--- src/rtl/ttl_pkg.sv ---
// ----------------------------------------------------------------------------
// ttl_pkg
// Shared definitions for the synchronous TTL-emulation models.
//   MODE_*  : 2-bit mode codes for universal shift registers
//             (74LS194/299-style S[1:0] control).
// ----------------------------------------------------------------------------
package ttl_pkg;

    localparam logic [1:0] MODE_HOLD = 2'b00;
    localparam logic [1:0] MODE_SHR  = 2'b01;
    localparam logic [1:0] MODE_SHL  = 2'b10;
    localparam logic [1:0] MODE_LOAD = 2'b11;

endpackage

--- src/rtl/ttl_cen_qual.sv ---
// ----------------------------------------------------------------------------
// ttl_cen_qual
// Qualifies a chip-clock strobe (Cen) into a single-clk action enable.
//   CEN_EDGE = 1 : act on the rising edge of Cen (one action per strobe,
//                  regardless of how long Cen stays high).
//   CEN_EDGE = 0 : act on every clk with Cen high.
// Ports:
//   clk      in   system clock
//   Reset_n  in   synchronous reset, active-low
//   i_cen    in   chip-clock strobe
//   o_act    out  qualified action enable (combinational from i_cen)
// ----------------------------------------------------------------------------
module ttl_cen_qual #(
    parameter bit CEN_EDGE = 1'b1
) (
    input  logic clk,
    input  logic Reset_n,
    input  logic i_cen,
    output logic o_act
);

    logic r_last_cen;

    // Reset value of 1 means a Cen that is already high when reset is
    // released is not seen as a rising edge.
    always_ff @(posedge clk) begin
        if (!Reset_n) begin
            r_last_cen <= 1'b1;
        end else begin
            r_last_cen <= i_cen;
        end
    end

    generate
        if (CEN_EDGE) begin : g_edge
            assign o_act = i_cen & ~r_last_cen;
        end else begin : g_level
            assign o_act = i_cen;
        end
    endgenerate

endmodule

--- src/rtl/ttl_univ_shiftreg_sync.sv ---
// ----------------------------------------------------------------------------
// ttl_univ_shiftreg_sync
// Parametrised synchronous universal shift register (74LS164/194/299 style)
// for TTL-emulation logic running on the system clock.
// Ports:
//   clk        in   system clock, all state changes on posedge
//   Reset_n    in   synchronous reset, active-low (highest priority)
//   Cen        in   chip-clock strobe, qualified per CEN_EDGE
//   MRn        in   master reset, active-low, synchronous
//   S[1:0]     in   mode: 00 hold, 01 shift right, 10 shift left, 11 load
//   DSR_A/B    in   right-shift serial data, gated as DSR_A & DSR_B
//   DSL        in   left-shift serial data
//   D          in   parallel load data
//   Q          out  register contents, Q[0] is the first right-shift stage
//   QSR        out  Q[WIDTH-1]
//   QSL        out  Q[0]
//   shift_evt  out  registered pulse, high the cycle after a qualified
//                   non-hold action
// ----------------------------------------------------------------------------
module ttl_univ_shiftreg_sync
    import ttl_pkg::*;
#(
    parameter int               WIDTH    = 8,
    parameter bit               CEN_EDGE = 1'b1,
    parameter logic [WIDTH-1:0] INIT_VAL = {WIDTH{1'b0}}
) (
    input  logic             clk,
    input  logic             Reset_n,
    input  logic             Cen,
    input  logic             MRn,
    input  logic [1:0]       S,
    input  logic             DSR_A,
    input  logic             DSR_B,
    input  logic             DSL,
    input  logic [WIDTH-1:0] D,
    output logic [WIDTH-1:0] Q,
    output logic             QSR,
    output logic             QSL,
    output logic             shift_evt
);

    logic [WIDTH-1:0] r_q;
    logic             r_shift_evt;
    logic             w_act;
    logic             w_dsr;
    logic [WIDTH-1:0] w_shr;
    logic [WIDTH-1:0] w_shl;

    ttl_cen_qual #(
        .CEN_EDGE (CEN_EDGE)
    ) u_cen_qual (
        .clk     (clk),
        .Reset_n (Reset_n),
        .i_cen   (Cen),
        .o_act   (w_act)
    );

    // 74164-compatible gated serial input.
    assign w_dsr = DSR_A & DSR_B;

    // Candidate next values for both shift directions.
    genvar gi;
    generate
        for (gi = 0; gi < WIDTH; gi++) begin : g_shift
            if (gi == 0) begin : g_shr_first
                assign w_shr[gi] = w_dsr;
            end else begin : g_shr_mid
                assign w_shr[gi] = r_q[gi-1];
            end
            if (gi == WIDTH - 1) begin : g_shl_last
                assign w_shl[gi] = DSL;
            end else begin : g_shl_mid
                assign w_shl[gi] = r_q[gi+1];
            end
        end
    endgenerate

    always_ff @(posedge clk) begin
        if (!Reset_n) begin
            r_q         <= INIT_VAL;
            r_shift_evt <= 1'b0;
        end else if (!MRn) begin
            r_q         <= INIT_VAL;
            r_shift_evt <= 1'b0;
        end else begin
            r_shift_evt <= w_act && (S != MODE_HOLD);
            if (w_act) begin
                case (S)
                    MODE_SHR:  r_q <= w_shr;
                    MODE_SHL:  r_q <= w_shl;
                    MODE_LOAD: r_q <= D;
                    default:   r_q <= r_q;
                endcase
            end
        end
    end

    assign Q         = r_q;
    assign QSR       = r_q[WIDTH-1];
    assign QSL       = r_q[0];
    assign shift_evt = r_shift_evt;

endmodule

--- config.mk ---
export PLATFORM = sky130hd
export DESIGN_NAME = ttl_univ_shiftreg_sync
export DESIGN_NICKNAME = d
export VERILOG_FILES = /design/src/rtl/ttl_pkg.sv /design/src/rtl/ttl_cen_qual.sv /design/src/rtl/ttl_univ_shiftreg_sync.sv
export SDC_FILE = /design/constraint.sdc
export NUM_CORES = 1
export LEC_CHECK = 0
export ABC_CLOCK_PERIOD_IN_PS = 1250
export BUFFER_PORTS_ARGS = -buffer_cell sky130_fd_sc_hd__buf_2
export CAP_MARGIN = 20
export CORE_AREA = 2 2 39 41
export DETAILED_ROUTE_END_ITERATION = 12
export DIE_AREA = 0 0 41 43
export PLACE_DENSITY = 0.76
export SETUP_SLACK_MARGIN = 0.05
export SLEW_MARGIN = 20
export SYNTH_ARGS = -nofsm -noshare
export SYNTH_HDL_FRONTEND = slang
export SYNTH_SLANG_ARGS = --single-unit
--- constraint.sdc ---
create_clock -name clk -period 1.25 [get_ports clk]
set_clock_uncertainty 0.1 [all_clocks]
set_input_delay 0.0625 -clock clk [delete_from_list [all_inputs] [get_ports clk]]
set_output_delay 0.0625 -clock clk [all_outputs]
set_load 0.01 [all_outputs]
After elaboration in Yosys (flattened, before gate mapping):

Cells that the tools add are included.

* equal/unequal tests: 3
* muxes and demuxes: 1
* bitwise operators: 3
* reductions and logical operators: 5

Operators with widths (number)
* 8-bit one-hot mux with 3 select lines: 1
* 2-bit == test (second input constant): 2
* 2-bit AND reduction: 2
* 3-bit nonzero test: 1
* 1-bit bitwise AND: 2
* 2-bit by 1-bit == test with 1-bit output (second input constant): 1
* 2-bit nonzero test: 1
* 1-bit logical AND: 1
* 1-bit NOT: 1

* bits in registers: 10
* output and inout bits: 11
* word-level logic and storage cells: 15

Logic depth before layout (Yosys ltp):

* depth after elaboration: 3
* mapped depth: 5

Cells and area by module:

Synthesis repeated with hierarchy kept, for this count alone.

* cell total of the unflattened synthesis: 54
* area, all modules: 510.5 um2

Modules (own cells, without submodules)
* ttl_univ_shiftreg_sync: times used 1, cells each 51, area each 470.5 um2, seq. area each 180.2 um2
* ttl_cen_qual: times used 1, cells each 3, area each 40.0 um2, seq. area each 20.0 um2

Worst setup path before layout:

No wires, ideal clock.

* kind: input-to-reg
* start point: input port S[0]
* end point: register r_q[2] (netlist: Q[2])
* library setup time: 0.117 ns
* arrival time: 0.935 ns
* setup slack: 0.098 ns
* stages on the path: 5
* cell sequence: buf_6 or2_4 and4_4 buf_6 a22o_1

* longest elaborated chain between the ends: 3
* elaborated cells between the ends (all ways): 6
* classes of those cells: eq/ne: 3; mux: 1; reduce/logical: 2

RTL lines
* start: declaration: RTL line ttl_univ_shiftreg_sync.sv:31 `input logic [1:0] S,`
* 2-bit == test / 2-bit by 1-bit == test with 1-bit output (equally long branches): RTL line ttl_univ_shiftreg_sync.sv:88 `case (S)`
* 3-bit nonzero test (no source line)
* 2-bit AND reduction (no source line)
* end signal: assignment: RTL line ttl_univ_shiftreg_sync.sv:89 `MODE_SHR: r_q <= w_shr;`
* end signal: assignment: RTL line ttl_univ_shiftreg_sync.sv:90 `MODE_SHL: r_q <= w_shl;`
* end signal: assignment: RTL line ttl_univ_shiftreg_sync.sv:92 `default: r_q <= r_q;`
* end: declaration: RTL line ttl_univ_shiftreg_sync.sv:42 `logic [WIDTH-1:0] r_q;`

Parallel ways exist; a longest one is shown, timed or not.
A chain may end at the register's enable or synchronous reset.

Worst setup path after layout:

* start point: register u_cen_qual.r_last_cen
* end point: register r_q[0] (netlist: Q[0])

* longest elaborated chain between the ends: 3

RTL lines
* start: declaration: RTL line ttl_cen_qual.sv:22 `logic r_last_cen;`
* start signal: assignment: RTL line ttl_cen_qual.sv:30 `r_last_cen <= i_cen;`
* 1-bit NOT: RTL line ttl_cen_qual.sv:36 `assign o_act = i_cen & ~r_last_cen;`
* 1-bit bitwise AND: RTL line ttl_cen_qual.sv:36
* 2-bit AND reduction (no source line)

No other way between the ends.

==> reports/qor.yml <==
synthesis:
  netlist_top_cells_area: "dfxtp_1, mux2i_1, a22o_1"
  synth-simple-area-share: 0.143
  yosys_warnings: 0
  synth_top_family_by_area: "compound AO/OA/AOI/OAI gates"
  async_reset_ff_frac: 0
  yosys.area_share.xor_xnor: 0
  synthesis.area_um2: 526
  synthMostInstantiatedCell: "dfxtp_1"
  synth.net_count: 73
  ys_seq_area_frac: 0.381
  syn_inst: 56
  synth_flop_cell: "dfxtp_1"
  muxShareOfSynthArea: 0.152
  synth.avg_cell_area_um2: 9.38
  ys_types: 17
  synth_edf_count: 0
  synth_top_area_frac: 0.381
  netlist_top_cells_count: "dfxtp_1, a21oi_1, mux2i_1, a22o_1, nor2_1"
  synth_compound_area_frac: 0.236
  synthAdderAreaFrac: 0
  ys_ff_latch: 10
  yosys.area.top_type: "dfxtp_1"
timing:
  maxSlewHeadroom: 0.791
  fin_crit_sh: 0.961
  period_minus_slack_ns: 1.20
  hold_viol: 0
  setup-violations-final: 0
  worst_pin_slew_ns: 0.313
  slew_violations: 0
  grt_setup_unrepaired: "false"
  setup_ws_ns: 0.0486
  max_freq_ghz: 0.832
clock_tree:
  cts_max_path_buffers: 2
  clock_latency_ns: 0.26
  cts_tree: "done"
  clkSlewWorstSetupHoldPaths_ns: 0.06
  ctsHtreeMaxLevel: 1
  cts_root_buf: "clkbuf_4"
  numCtsBuffers: 3
  cts_sinks: 10
cells_and_area:
  drive_above_1_share: 0.460
  layout.cells.non_filler: 103
  final_nets: 106
  areaGrowthSynthToFinish_pct: 40.2
  antenna_cells: 0
floorplan:
  num_io_pins: 28
  die_y_um: 43
  coreArea_um2: 1380
  num_rows: 14
  die_area_um2: 1760
  die_w_um: 41
  start_util: 0.380
critical_path:
  critical_path_class: "reg2reg"
  crit_arrival_ns: 1.25
  r2r_cells: 3
  critPathMaxFanout: 5
  critPathCaptureType: "register"
  r2r-end: "Q[0]"
  crit_path_start_kind: "register"
  cp.required_ns: 1.29
  r2r_slack_ns: 0.05
  timing.rr.start: "u_cen_qual.r_last_cen"
min_path:
  min_path_cells: 3
  min_path_type: "in2reg"
  min_to: "Q[0]"
  min_from: "DSR_B"
routing:
  via_per_inst: 5.06
  avgRoutedWirePerCell_um: 13.1
  ant_nets: 0
  wl_um: 1350
  drtPass1Iterations: 4
  drt_iter0_drc: 10
  drc: 0
  dr_total_vias: 521
run:
  cap_viol_max_count: 0
global_route:
  grt-ovfl-total: 0
  grt_usage: 0.174
  antenna_found_initial: 0
  grt_max_degree: 10
  grt_first_pass_wirelength_um: 2040
  grt_pass1_vias: 476
placed_design:
  portBuffers: 27
  gp_congestion: 0.769
  place_hpwl_um: 886
  place_ws_ns: -0.000481
  dp.cells: 97
pwr:
  p_total_uw: 662
  p_leak_uw: 0.000380
  power.density_nw_per_um2: 898
  vdd.ir_drop.worst_v: 0.000494
run_status:
  outcome: "finished, final reports clean"
-- cells in the final DEF (no fill, tap or decap), drive strengths merged --
cell type,instances
buf,31
dfxtp,10
a21oi,10
mux2i,8
nor2,7
a22o,7
clkbuf,3
dlygate4sd3,3
nand2b,2
nor2b,1
or2,1
and4,1
nand2,1
and3,1
a2111oi,1
-- cell type report --
class,count,area [um^2]
clock buffer,3,22.5
fill,141,647
multi-input combinational,40,298
sequential,10,201
tap,16,20.0
timing repair buffer,34,195
-- per-layer routing --
metal / GRT usage / wire length (um) / vias up
li1: - / - / 265
met1: 0.227 / 570 / 232
met2: 0.247 / 657 / 20
met3: 0.0471 / 94 / 4
met4: 0.100 / 25 / 0
met5: 0 / 0 / -
-- worst max-delay path by stage --
stage | start | endpoint | slack (ns) | cells past startpoint
2_1_floorplan | S[0] | Q[2] | 0.1 | 5
3_3_place_gp | u_cen_qual.r_last_cen | Q[0] | 0.08 | 3
3_5_place_dp | u_cen_qual.r_last_cen | Q[0] | -0.0005 | 3
4_1_cts | u_cen_qual.r_last_cen | Q[0] | 0.07 | 3
5_1_grt | u_cen_qual.r_last_cen | Q[2] | 0.04 | 3
6_report | u_cen_qual.r_last_cen | Q[0] | 0.05 | 3
-- stage by stage --
stage,utilization,setup TNS [ns],hold slack (ns),cell area (um^2)
after floorplan,-,0,0.0355,526
after global placement,0.480,0,0.161,664
after detailed placement,0.480,-0.000481,0.162,664
after CTS,0.520,0,0.0360,719
after global routing,0.533,0,0.0367,737
final,0.533,0,0.0486,737
-- state kept, by name (all words and copies together), names as in the netlist --
register	cells
u_cen_qual.r_last_cen	1
shift_evt	1
Q	8
-- what timing repair did --
item                                    4_1_cts  5_1_grt
endpoints found under the setup margin        8        8
buffers inserted                              0        0
pin swaps                                     0        2
hold buffers                                  3        0
resized for setup                             1        5
hold endpoints to repair                      2        0
-- worst max-delay path: stages, from the launching register on --
cell and delay [ns]:
dfxtp_1 0.39, nor2b_4 0.08, and3_1 0.16, a2111oi_1 0.35
-- power breakdown --
part           leakage, uW  internal [uW]  switching (uW)  total, uW
clock network    0.0000138            111             103        214
registers        0.0000815            324            4.59        328
logic             0.000284           63.7            55.9        120
total             0.000380            498             164        662
-- kinds of logic (layout without fill, tap and decap cells) --
kind of cell           Yosys count  in the layout
AND/OR/NAND/NOR                 14             14
AO/OA/AOI/OAI                   18             18
flip-flops                      10             10
multiplexers                     8              8
buffers and inverters            6             37
Power figures use the tool's default switching activity.
